<file path="src/rtl/rom_fetch_bridge_pkg.sv">
// Shared types for the ROM fetch bridge: FSM states, word-address width,
// buffer-entry layout and the byte-lane steering helper.
package rom_fetch_bridge_pkg;

    typedef enum logic [1:0] {
        ST_IDLE     = 2'd0,
        ST_FETCH    = 2'd1,
        ST_PREFETCH = 2'd2
    } state_e;

    localparam int ROM_AW_DEFAULT = 24;
    localparam int WORD_AW        = ROM_AW_DEFAULT - 1;
    // Tags are stored zero-extended to this width so one struct fits any ROM_AW <= 32.
    localparam int TAG_MAX_W      = 31;

    typedef struct packed {
        logic                 valid;
        logic [TAG_MAX_W-1:0] tag;
        logic [15:0]          data;
    } line_entry_t;

    // Word access passes the data through; byte access replicates the selected byte.
    function automatic logic [15:0] lane_sel(input logic [15:0] data,
                                             input logic        word,
                                             input logic        hi);
        if (word) begin
            lane_sel = data;
        end else if (hi) begin
            lane_sel = {data[15:8], data[15:8]};
        end else begin
            lane_sel = {data[7:0], data[7:0]};
        end
    endfunction

endpackage

</file>
<file path="src/rtl/rom_fetch_bridge_line_buf.sv">
// One buffer line (tag, valid, data) with its hit comparator.
module rom_line_buf
    import rom_fetch_bridge_pkg::*;
#(
    parameter int TAG_W = WORD_AW
) (
    input  logic             clk_i,
    input  logic             rst_ni,
    input  logic             inval_i,
    input  logic             wr_en_i,
    input  logic             wr_valid_i,
    input  logic [TAG_W-1:0] wr_tag_i,
    input  logic [15:0]      wr_data_i,
    input  logic [TAG_W-1:0] lookup_tag_i,
    output logic             hit_o,
    output logic [15:0]      data_o
);

    line_entry_t          entry_q;
    logic [TAG_MAX_W-1:0] wr_tag_ext_s;
    logic [TAG_MAX_W-1:0] lookup_ext_s;

    // Zero-extend tags to the stored width and compare for a hit.
    always_comb begin
        wr_tag_ext_s = TAG_MAX_W'(wr_tag_i);
        lookup_ext_s = TAG_MAX_W'(lookup_tag_i);
        hit_o        = entry_q.valid && (entry_q.tag == lookup_ext_s);
        data_o       = entry_q.data;
    end

    // Fill on write (valid as supplied by the caller); otherwise invalidate on request.
    always_ff @(posedge clk_i) begin
        if (!rst_ni) begin
            entry_q <= '0;
        end else if (wr_en_i) begin
            entry_q.valid <= wr_valid_i;
            entry_q.tag   <= wr_tag_ext_s;
            entry_q.data  <= wr_data_i;
        end else if (inval_i) begin
            entry_q.valid <= 1'b0;
        end else begin
            entry_q <= entry_q;
        end
    end

endmodule

</file>
<file path="src/rtl/rom_fetch_bridge.sv">
// ROM fetch bridge: serves mapper ROM reads from a small line buffer and
// fetches missing words from the memory controller.
// Optional feature macro: ROM_PREFETCH_EN (second line + next-word prefetch).
module rom_fetch_bridge
    import rom_fetch_bridge_pkg::*;
#(
    parameter int ROM_AW = ROM_AW_DEFAULT
) (
    input  logic              MCLK,
    input  logic              RESET_N,
    input  logic [ROM_AW-1:0] ROM_ADDR,
    input  logic              ROM_CE_N,
    input  logic              ROM_OE_N,
    input  logic              ROM_WORD,
    input  logic              ROM_INVAL,
    output logic [15:0]       ROM_Q,
    output logic [ROM_AW-2:0] MEM_ADDR,
    output logic              MEM_RD,
    input  logic              MEM_ACK,
    input  logic [15:0]       MEM_DQ,
    output logic              BUSY
);

    localparam int WAW = ROM_AW - 1;

    state_e          state_q;
    logic [15:0]     rom_q_q;
    logic [WAW-1:0]  mem_addr_q;
    logic            mem_rd_q;
    logic            prev_active_q;
    logic [WAW-1:0]  prev_word_q;
    logic            pend_q;       // current access still needs a lookup
    logic            deliver_q;    // fetched word goes to ROM_Q this edge
    logic [15:0]     fetched_q;
    logic            inval_seen_q; // invalidate hit the in-flight fetch

    logic            active_s;
    logic [WAW-1:0]  word_s;
    logic            new_access_s;
    logic            req_s;
    logic            hit_s;
    logic [15:0]     hit_data_s;
    logic            hit0_s;
    logic [15:0]     data0_s;
    logic            wr_en0_s;
    logic            wr_valid_s;

`ifdef ROM_PREFETCH_EN
    logic            mru_q;        // line holding the current demand word
    logic            tgt_q;        // line the in-flight fetch will fill
    logic            hit1_s;
    logic [15:0]     data1_s;
    logic            wr_en1_s;
    logic            hit_idx_s;
`endif

    // Bus decode and hit selection across the buffer lines.
    always_comb begin
        active_s     = !ROM_CE_N && !ROM_OE_N;
        word_s       = ROM_ADDR[ROM_AW-1:1];
        new_access_s = active_s && (!prev_active_q || (word_s != prev_word_q));
        req_s        = active_s && (new_access_s || pend_q);
        wr_valid_s   = !(inval_seen_q || ROM_INVAL);
`ifdef ROM_PREFETCH_EN
        wr_en0_s     = MEM_ACK && (state_q != ST_IDLE) && !tgt_q;
        wr_en1_s     = MEM_ACK && (state_q != ST_IDLE) && tgt_q;
        if (hit0_s) begin
            hit_s      = 1'b1;
            hit_data_s = data0_s;
            hit_idx_s  = 1'b0;
        end else if (hit1_s) begin
            hit_s      = 1'b1;
            hit_data_s = data1_s;
            hit_idx_s  = 1'b1;
        end else begin
            hit_s      = 1'b0;
            hit_data_s = data0_s;
            hit_idx_s  = 1'b0;
        end
`else
        wr_en0_s     = MEM_ACK && (state_q == ST_FETCH);
        hit_s        = hit0_s;
        hit_data_s   = data0_s;
`endif
    end

    rom_line_buf #(.TAG_W(WAW)) u_line0 (
        .clk_i        (MCLK),
        .rst_ni       (RESET_N),
        .inval_i      (ROM_INVAL),
        .wr_en_i      (wr_en0_s),
        .wr_valid_i   (wr_valid_s),
        .wr_tag_i     (mem_addr_q),
        .wr_data_i    (MEM_DQ),
        .lookup_tag_i (word_s),
        .hit_o        (hit0_s),
        .data_o       (data0_s)
    );

`ifdef ROM_PREFETCH_EN
    rom_line_buf #(.TAG_W(WAW)) u_line1 (
        .clk_i        (MCLK),
        .rst_ni       (RESET_N),
        .inval_i      (ROM_INVAL),
        .wr_en_i      (wr_en1_s),
        .wr_valid_i   (wr_valid_s),
        .wr_tag_i     (mem_addr_q),
        .wr_data_i    (MEM_DQ),
        .lookup_tag_i (word_s),
        .hit_o        (hit1_s),
        .data_o       (data1_s)
    );
`endif

    // Fetch FSM with registered ROM_Q, memory request and access tracking.
    always_ff @(posedge MCLK) begin
        if (!RESET_N) begin
            state_q       <= ST_IDLE;
            rom_q_q       <= 16'h0000;
            mem_addr_q    <= '0;
            mem_rd_q      <= 1'b0;
            prev_active_q <= 1'b0;
            prev_word_q   <= '0;
            pend_q        <= 1'b0;
            deliver_q     <= 1'b0;
            fetched_q     <= 16'h0000;
            inval_seen_q  <= 1'b0;
`ifdef ROM_PREFETCH_EN
            mru_q         <= 1'b0;
            tgt_q         <= 1'b0;
`endif
        end else begin
            prev_active_q <= active_s;
            prev_word_q   <= word_s;
            deliver_q     <= 1'b0;
            if (ROM_INVAL) begin
                inval_seen_q <= 1'b1;
            end
            if (!active_s) begin
                pend_q <= 1'b0;
            end else if (new_access_s) begin
                pend_q <= 1'b1;
            end
            if (deliver_q) begin
                rom_q_q <= lane_sel(fetched_q, ROM_WORD, ROM_ADDR[0]);
            end
            case (state_q)
                ST_IDLE: begin
                    // Lookups wait one cycle while a fetched word is being delivered.
                    if (!deliver_q && req_s) begin
                        pend_q <= 1'b0;
                        if (hit_s) begin
                            rom_q_q <= lane_sel(hit_data_s, ROM_WORD, ROM_ADDR[0]);
`ifdef ROM_PREFETCH_EN
                            mru_q   <= hit_idx_s;
`endif
                        end else begin
                            state_q      <= ST_FETCH;
                            mem_addr_q   <= word_s;
                            mem_rd_q     <= 1'b1;
                            inval_seen_q <= 1'b0;
`ifdef ROM_PREFETCH_EN
                            tgt_q        <= ~mru_q;
                            mru_q        <= ~mru_q;
`endif
                        end
                    end
                end
                ST_FETCH: begin
                    if (MEM_ACK) begin
                        fetched_q <= MEM_DQ;
                        deliver_q <= 1'b1;
`ifdef ROM_PREFETCH_EN
                        // Keep the request up and move on to the next word.
                        state_q      <= ST_PREFETCH;
                        mem_addr_q   <= mem_addr_q + WAW'(1'b1);
                        tgt_q        <= ~tgt_q;
                        inval_seen_q <= 1'b0;
`else
                        state_q   <= ST_IDLE;
                        mem_rd_q  <= 1'b0;
`endif
                    end
                end
`ifdef ROM_PREFETCH_EN
                ST_PREFETCH: begin
                    if (MEM_ACK) begin
                        state_q  <= ST_IDLE;
                        mem_rd_q <= 1'b0;
                    end
                end
`endif
                default: begin
                    state_q  <= ST_IDLE;
                    mem_rd_q <= 1'b0;
                end
            endcase
        end
    end

    assign ROM_Q    = rom_q_q;
    assign MEM_ADDR = mem_addr_q;
    assign MEM_RD   = mem_rd_q;
    assign BUSY     = (state_q != ST_IDLE);

endmodule

</file>
<file path="config.mk">
export PLATFORM = sky130hd
export DESIGN_NAME = rom_fetch_bridge
export DESIGN_NICKNAME = d
export VERILOG_FILES = /design/src/rtl/rom_fetch_bridge_pkg.sv /design/src/rtl/rom_fetch_bridge_line_buf.sv /design/src/rtl/rom_fetch_bridge.sv
export SDC_FILE = /design/constraint.sdc
export NUM_CORES = 1
export LEC_CHECK = 0
export BUFFER_PORTS_ARGS = -buffer_cell sky130_fd_sc_hd__buf_2
export CORE_MARGIN = 10
export CORE_UTILIZATION = 40
export CTS_CLUSTER_DIAMETER = 30
export DETAILED_ROUTE_END_ITERATION = 12
export SYNTH_ARGS = -nofsm -noshare
export SYNTH_HDL_FRONTEND = slang
export SYNTH_SLANG_ARGS = --single-unit
</file>
<file path="constraint.sdc">
create_clock -name MCLK -period 6.3 [get_ports MCLK]
set_clock_uncertainty 0.2 [all_clocks]
set_input_delay 0 -clock MCLK [delete_from_list [all_inputs] [get_ports MCLK]]
set_output_delay 0 -clock MCLK [all_outputs]
set_load 0.02 [all_outputs]
</file>
=== Word level (Yosys, flattened, before mapping) ===
Index checks and enable logic that the tools add are counted.

* Input port bits: 47
* Word-level logic and storage cells: 68
* Output and inout port bits: 41
* Bits in registers: 125

* Multiplexer cells: 27
* Reductions and logical operators: 21
* Bitwise logic cells: 1
* Eq/ne operators: 6

{| class="wikitable"
|+ Operators with widths
! cell !! number
|-
| two-way mux 16 bit || 8
|-
| two-way mux 48 bit || 1
|-
| equality test 23 bit || 1
|-
| != test 23 bit || 1
|-
| two-way mux 1 bit || 13
|-
| logical AND 1 bit || 6
|-
| two-way mux 2 bit || 3
|-
| != test 2 bit, second input constant || 3
|-
| AND reduction 3 bit || 2
|-
| logical NOT 1 bit || 5
|-
| case mux 2 bit (2 select lines) || 1
|-
| AND reduction 2 bit || 2
|-
| nonzero test 2 bit || 2
|-
| logical OR 1 bit || 3
|-
| equality test 2 x 1 -> 1 bit, second input constant || 1
|-
| logical NOT 2 bit || 1
|-
| case mux 1 bit (2 select lines) || 1
|-
| inverter 1 bit || 1
|}

=== Logic depth before layout (Yosys ltp) ===
* Depth in word-level cells: 8
* Depth in mapped cells: 7
* Depth with buffers taken out: 6

=== By module ===
A second synthesis with hierarchy kept.

* Cells, all modules: 661
* Area, all modules: 5,963.2 µm²

{| class="wikitable"
|+ Modules (own cells, without submodules)
! module !! area each (µm²) !! instances !! seq. area each (µm²) !! cells an instance
|-
| rom_fetch_bridge || 4,083.9 || 1 || 1,661.6 || 484
|-
| rom_line_buf || 1,879.3 || 1 || 800.8 || 177
|}

=== Worst setup path before layout ===
OpenSTA, ideal clock, no wires.

* Path kind: register to register
* From: register u_line0.entry_q[33] (netlist name)
* To: register mem_addr_q[10], in the netlist MEM_ADDR[10]
* Stages on the path, launching flop included: 7
* Period minus slack after synthesis: 2,059 ps
* Required time: 6,028 ps
* Setup time: 72 ps
* Slack: 4,241 ps
* Arrival: 1,788 ps
* Path buffers: 1
* Cells stage by stage: dfxtp_1 -> xnor2_2 -> nand3_1 -> or4_4 -> o211ai_4 -> buf_6 -> mux2i_1

* Cells in the longest elaborated chain, start to end: 4

{| class="wikitable"
|+ Ends and longest elaborated chain
! item !! line !! source
|-
| from (decl) || rom_fetch_bridge_line_buf.sv:19 || <nowiki>line_entry_t entry_q;</nowiki>
|-
| from (signal assigned) || rom_fetch_bridge_line_buf.sv:42 || <nowiki>entry_q <= entry_q;</nowiki>
|-
| equality test 23 bit || rom_fetch_bridge_line_buf.sv:27 || <nowiki>hit_o = entry_q.valid && (entry_q.tag == lookup_ext_s);</nowiki>
|-
| logical AND 1 bit || rom_fetch_bridge_line_buf.sv:27 ||
|-
| inverter 1 bit (no line) || n/a ||
|-
| AND reduction 3 bit (no line) || n/a ||
|-
| to (signal assigned) || rom_fetch_bridge.sv:159 || <nowiki>mem_addr_q <= word_s;</nowiki>
|-
| to (decl) || rom_fetch_bridge.sv:28 || <nowiki>logic [WAW-1:0] mem_addr_q;</nowiki>
|}

Every way passes these cells.
A chain may end at the register's enable or synchronous reset.

=== Worst setup path after layout ===
* From: input ROM_ADDR[2]
* To: register mem_addr_q[13], in the netlist MEM_ADDR[13]

* Cells in the longest elaborated chain, start to end: 7
* Elaborated cells on any way between the ends: 10
* Classes of those cells: eq/ne: 2; bitwise: 1; reduce/logical: 7

{| class="wikitable"
|+ Ends and longest elaborated chain
! item !! line !! source
|-
| from (decl) || rom_fetch_bridge.sv:11 || <nowiki>input logic [ROM_AW-1:0] ROM_ADDR,</nowiki>
|-
| != test 23 bit || rom_fetch_bridge.sv:61 || <nowiki>new_access_s = active_s && (!prev_active_q || (word_s != prev_word_q));</nowiki>
|-
| logical OR 1 bit || rom_fetch_bridge.sv:61 ||
|-
| logical AND 1 bit || rom_fetch_bridge.sv:61 ||
|-
| logical OR 1 bit || rom_fetch_bridge.sv:62 || <nowiki>req_s = active_s && (new_access_s || pend_q);</nowiki>
|-
| logical AND 1 bit || rom_fetch_bridge.sv:62 ||
|-
| logical AND 1 bit || rom_fetch_bridge.sv:150 || <nowiki>if (!deliver_q && req_s) begin</nowiki>
|-
| AND reduction 3 bit (no line) (*) || n/a ||
|}

Mark *: on every way between the ends. The rest lies on a longest branch, timed or not.

==> flow_summary.json <==
{
  "mostFrequentLayoutCells": "143 x nand2_1, 107 x dfxtp_1, 87 x buf_2",
  "num_vias": 3601,
  "final_area_um2": 5579,
  "cp.arrival_ns": 2.81,
  "synth_cells": 489,
  "end_kind": "register",
  "maxUsedRoutingLayer": "met4",
  "rsz0062_at_grt": "false",
  "die_y_um": 124.7,
  "r2r_end": "MEM_ADDR[13]$_SDFFE_PN0P_",
  "ant_nets": 0,
  "hold_class": "input port to register",
  "hold_violations": 0,
  "max_cap_viol_count": 0,
  "synth_xor_area_frac": 0.09158,
  "nets": 660,
  "yosysTopAreaCell": "dfxtp_1",
  "dpl-instance-area_um2": 4895,
  "syn_area_um2": 4385,
  "dr_wl_met3_um": 581,
  "synthAdderAreaFrac": 0,
  "holdPathEnd": "ROM_Q[3]$_SDFF_PN0_",
  "clk_latency_ns": 0.37,
  "hp-start": "RESET_N",
  "coreArea_um2": 10790,
  "finalSetupViolCount": 0,
  "r2r-start": "u_line0.entry_q[17]$_SDFFE_PN0P_",
  "crit_chain": "dlygate4sd3_1 -> buf_2 -> xnor2_1 -> nand4_1 -> or4_4 -> o211ai_4 -> mux2i_1",
  "synthSimpleGateAreaFrac": 0.1852,
  "rows": 38,
  "pin_count": 88,
  "critPathKind": "input port to register",
  "yosys_warnings": 0,
  "clock_path_buffers": 2,
  "worst_slew_pin_slew_ns": 1.186,
  "drive_above_1_share": 0.1815,
  "drt-initial-drc-count": 149,
  "viasPerCell": 4.757,
  "yosysSeqAreaShare": 0.4884,
  "power_frac_seq": 0.551,
  "port_buffers": 87,
  "max_freq_mhz": 366.5,
  "wl_um": 11210,
  "whs_path_depth": 4,
  "htreeDepth": 3,
  "ff2ff_setup_slack_ns": 3.58,
  "power_leakage_nw": 2.539,
  "post-cts-setup-buffer-count": 0,
  "post_cts_resized": 0,
  "start_kind": "input port",
  "grt_overflow": 0,
  "powerDensity_nw_per_um2": 231.4,
  "wl_met1_um": 5237,
  "first_global_vias": 3722,
  "clkTransAtPathRegs_ns": 0.10,
  "areaGrowthSynthToFinish_pct": 27.22,
  "crit_buf_inv": 2,
  "ctsHoldBuffers": 49,
  "wl_per_cell_um": 14.81,
  "maxSlewViolCount": 0,
  "die_x_um": 124.7,
  "muxShareOfSynthArea": 0.08902,
  "route.detailed.drc": 0,
  "fill_cells": 1010,
  "gr-usage-all-layers": 0.1451,
  "cts_root_buffer": "clkbuf_8",
  "grt_max_degree": 82,
  "yosysTopAreaCellShare": 0.4884,
  "slowest_delay_ns": 0.94,
  "synth_top_family_by_area": "simple AND/OR/NAND/NOR gates",
  "intPower_w": 0.0009727,
  "ys_types": 36,
  "synth_compound_area_frac": 0.09444,
  "syn_avg_cell_area_um2": 8.968,
  "swShare": 0.2467,
  "combPwrFrac": 0.123,
  "pwr-share-clk": 0.326,
  "clock_sinks": 107,
  "netSwitchingPower_w": 0.0003185,
  "ys_ff_latch": 107,
  "grt_pass1_wl_um": 18770,
  "gp_congestion": 0.8120,
  "cts_tree": "done",
  "fin_crit_sh": 0.4331,
  "critPathSlowestCell": "o211ai_4",
  "dr_wl_met2_um": 5269,
  "die_area_um2": 15550,
  "synth_area_leaders": "dfxtp_1 49%, nand2_1 12%, mux2i_1 8.9%",
  "worst-r2r-cell-count": 5,
  "antenna_found_initial": 0,
  "dp_hpwl_um": 8061,
  "critPathMaxFanout": 25,
  "final_common_cell": "nand2_1",
  "relSlewSlack": 0.2057,
  "synth_nets": 536,
  "cp.required_ns": 6.39,
  "ir_worst_vdd_mv": 0.09638,
  "path_delay_family": "compound AO/OA/AOI/OAI gates",
  "fin_tns_setup_ns": 0,
  "start_util": 0.4063,
  "status": "finished clean",
  "fin_crit_ns": 2.728,
  "cts_made_buffers": 9,
  "insertedDiodeCount": 0,
  "drtPass1Iterations": 4
}
synthesized netlist by cell type:
library cell	n
o211a_1	1
nor2_1	4
nand2_1	143
o211ai_4	1
nand2b_1	9
a21oi_1	39
or4_4	1
buf_8	1
nand4_1	5
xnor2_1	27
a21boi_0	1
dfxtp_1	107
a2111oi_0	1
nor3_4	1
o211ai_1	16
or3_1	8
inv_1	24
nor3b_1	1
nor3_1	1
xor2_1	17
clkinv_1	1
nor2b_1	1
buf_4	1
nand3_1	2
a21oi_4	1
or2b_1	1
and2_1	1
clkbuf_1	23
o2111ai_1	1
nor4_2	1
mux2i_1	39
nor4_1	4
a311oi_4	1
xnor2_2	1
buf_6	2
nor4b_2	1
kinds of logic (layout without fill, tap and decap cells):
kind of cell / Yosys count / in the layout
AOI/OAI and AO/OA: 62 / 62
xor gates and xnor gates: 45 / 45
muxes: 39 / 39
buffers and inverters: 52 / 180
and+or+nand+nor: 184 / 184
DFF: 107 / 107
worst max path at each step:
| stage | end | slack [ns] | cells after the start | startpoint |
|---|---|---|---|---|
| 2_1_floorplan | MEM_ADDR[10]$_SDFFE_PN0P_ | 4.24 | 6 | u_line0.entry_q[33]$_SDFFE_PN0P_ |
| 3_3_place_gp | u_line0.entry_q[47]$_SDFFE_PN0P_ | 3.60 | 5 | RESET_N |
| 3_5_place_dp | MEM_ADDR[19]$_SDFFE_PN0P_ | 3.58 | 5 | u_line0.entry_q[38]$_SDFFE_PN0P_ |
| 4_1_cts | MEM_ADDR[19]$_SDFFE_PN0P_ | 3.55 | 5 | u_line0.entry_q[38]$_SDFFE_PN0P_ |
| 5_1_grt | MEM_ADDR[2]$_SDFFE_PN0P_ | 3.35 | 5 | u_line0.entry_q[38]$_SDFFE_PN0P_ |
| 6_report | MEM_ADDR[13]$_SDFFE_PN0P_ | 3.57 | 7 | ROM_ADDR[2] |
metal layers:
layer  vias up  global-route usage
met5         -                   0
met4         0             0.04112
met3        10             0.03660
met2        80              0.2370
met1      1662              0.1843
li1       1849                   -
state kept, by name (all words and copies together) (netlist names), 16 cells and up:
name	flops
u_line0.entry_q	24
MEM_ADDR	23
prev_word_q	23
ROM_Q	16
fetched_q	16
worst min-delay path: stages:
cell     delay (ns)
buf_2          0.10
buf_4          0.35
nand2_1        0.16
mux2i_1        0.06
per-stage QoR:
stage / hold WS, ns / setup WS, ns / total power, W / utilization / std cells
2_1_floorplan: -0.1232 / 4.241 / 0.0008101 / - / 489
3_3_place_gp: 0.01458 / 3.602 / 0.0008618 / 0.4535 / 693
3_5_place_dp: 0.009368 / 3.577 / 0.0008641 / 0.4535 / 693
4_1_cts: 0.1397 / 3.550 / 0.001303 / 0.5169 / 757
5_1_grt: 0.1718 / 3.346 / 0.001351 / 0.5169 / 757
6_report: 0.1308 / 3.572 / 0.001291 / 0.5169 / 757
power by group through the flow:
stage	sequential [W]	clock (W)	combinational [W]
after global placement	0.000727	0	0.000135
after CTS	0.000712	0.000431	0.000160
final	0.000712	0.000421	0.000158
after floorplan	0.000735	0	0.0000749
after global routing	0.000715	0.000461	0.000175
after detailed placement	0.000728	0	0.000136
cell type report:
type	count	area, µm²	share of cell area
Sequential cell	107	2142	0.3839
Multi-Input combinational cell	330	2018	0.3617
Timing Repair Buffer	140	955.9	0.1713
Tap cell	140	175.2	0.03140
Clock buffer	13	158.9	0.02848
Inverter	25	93.84	0.01682
Clock inverter	2	35.03	0.006279
(Power assumes the default switching activity.)
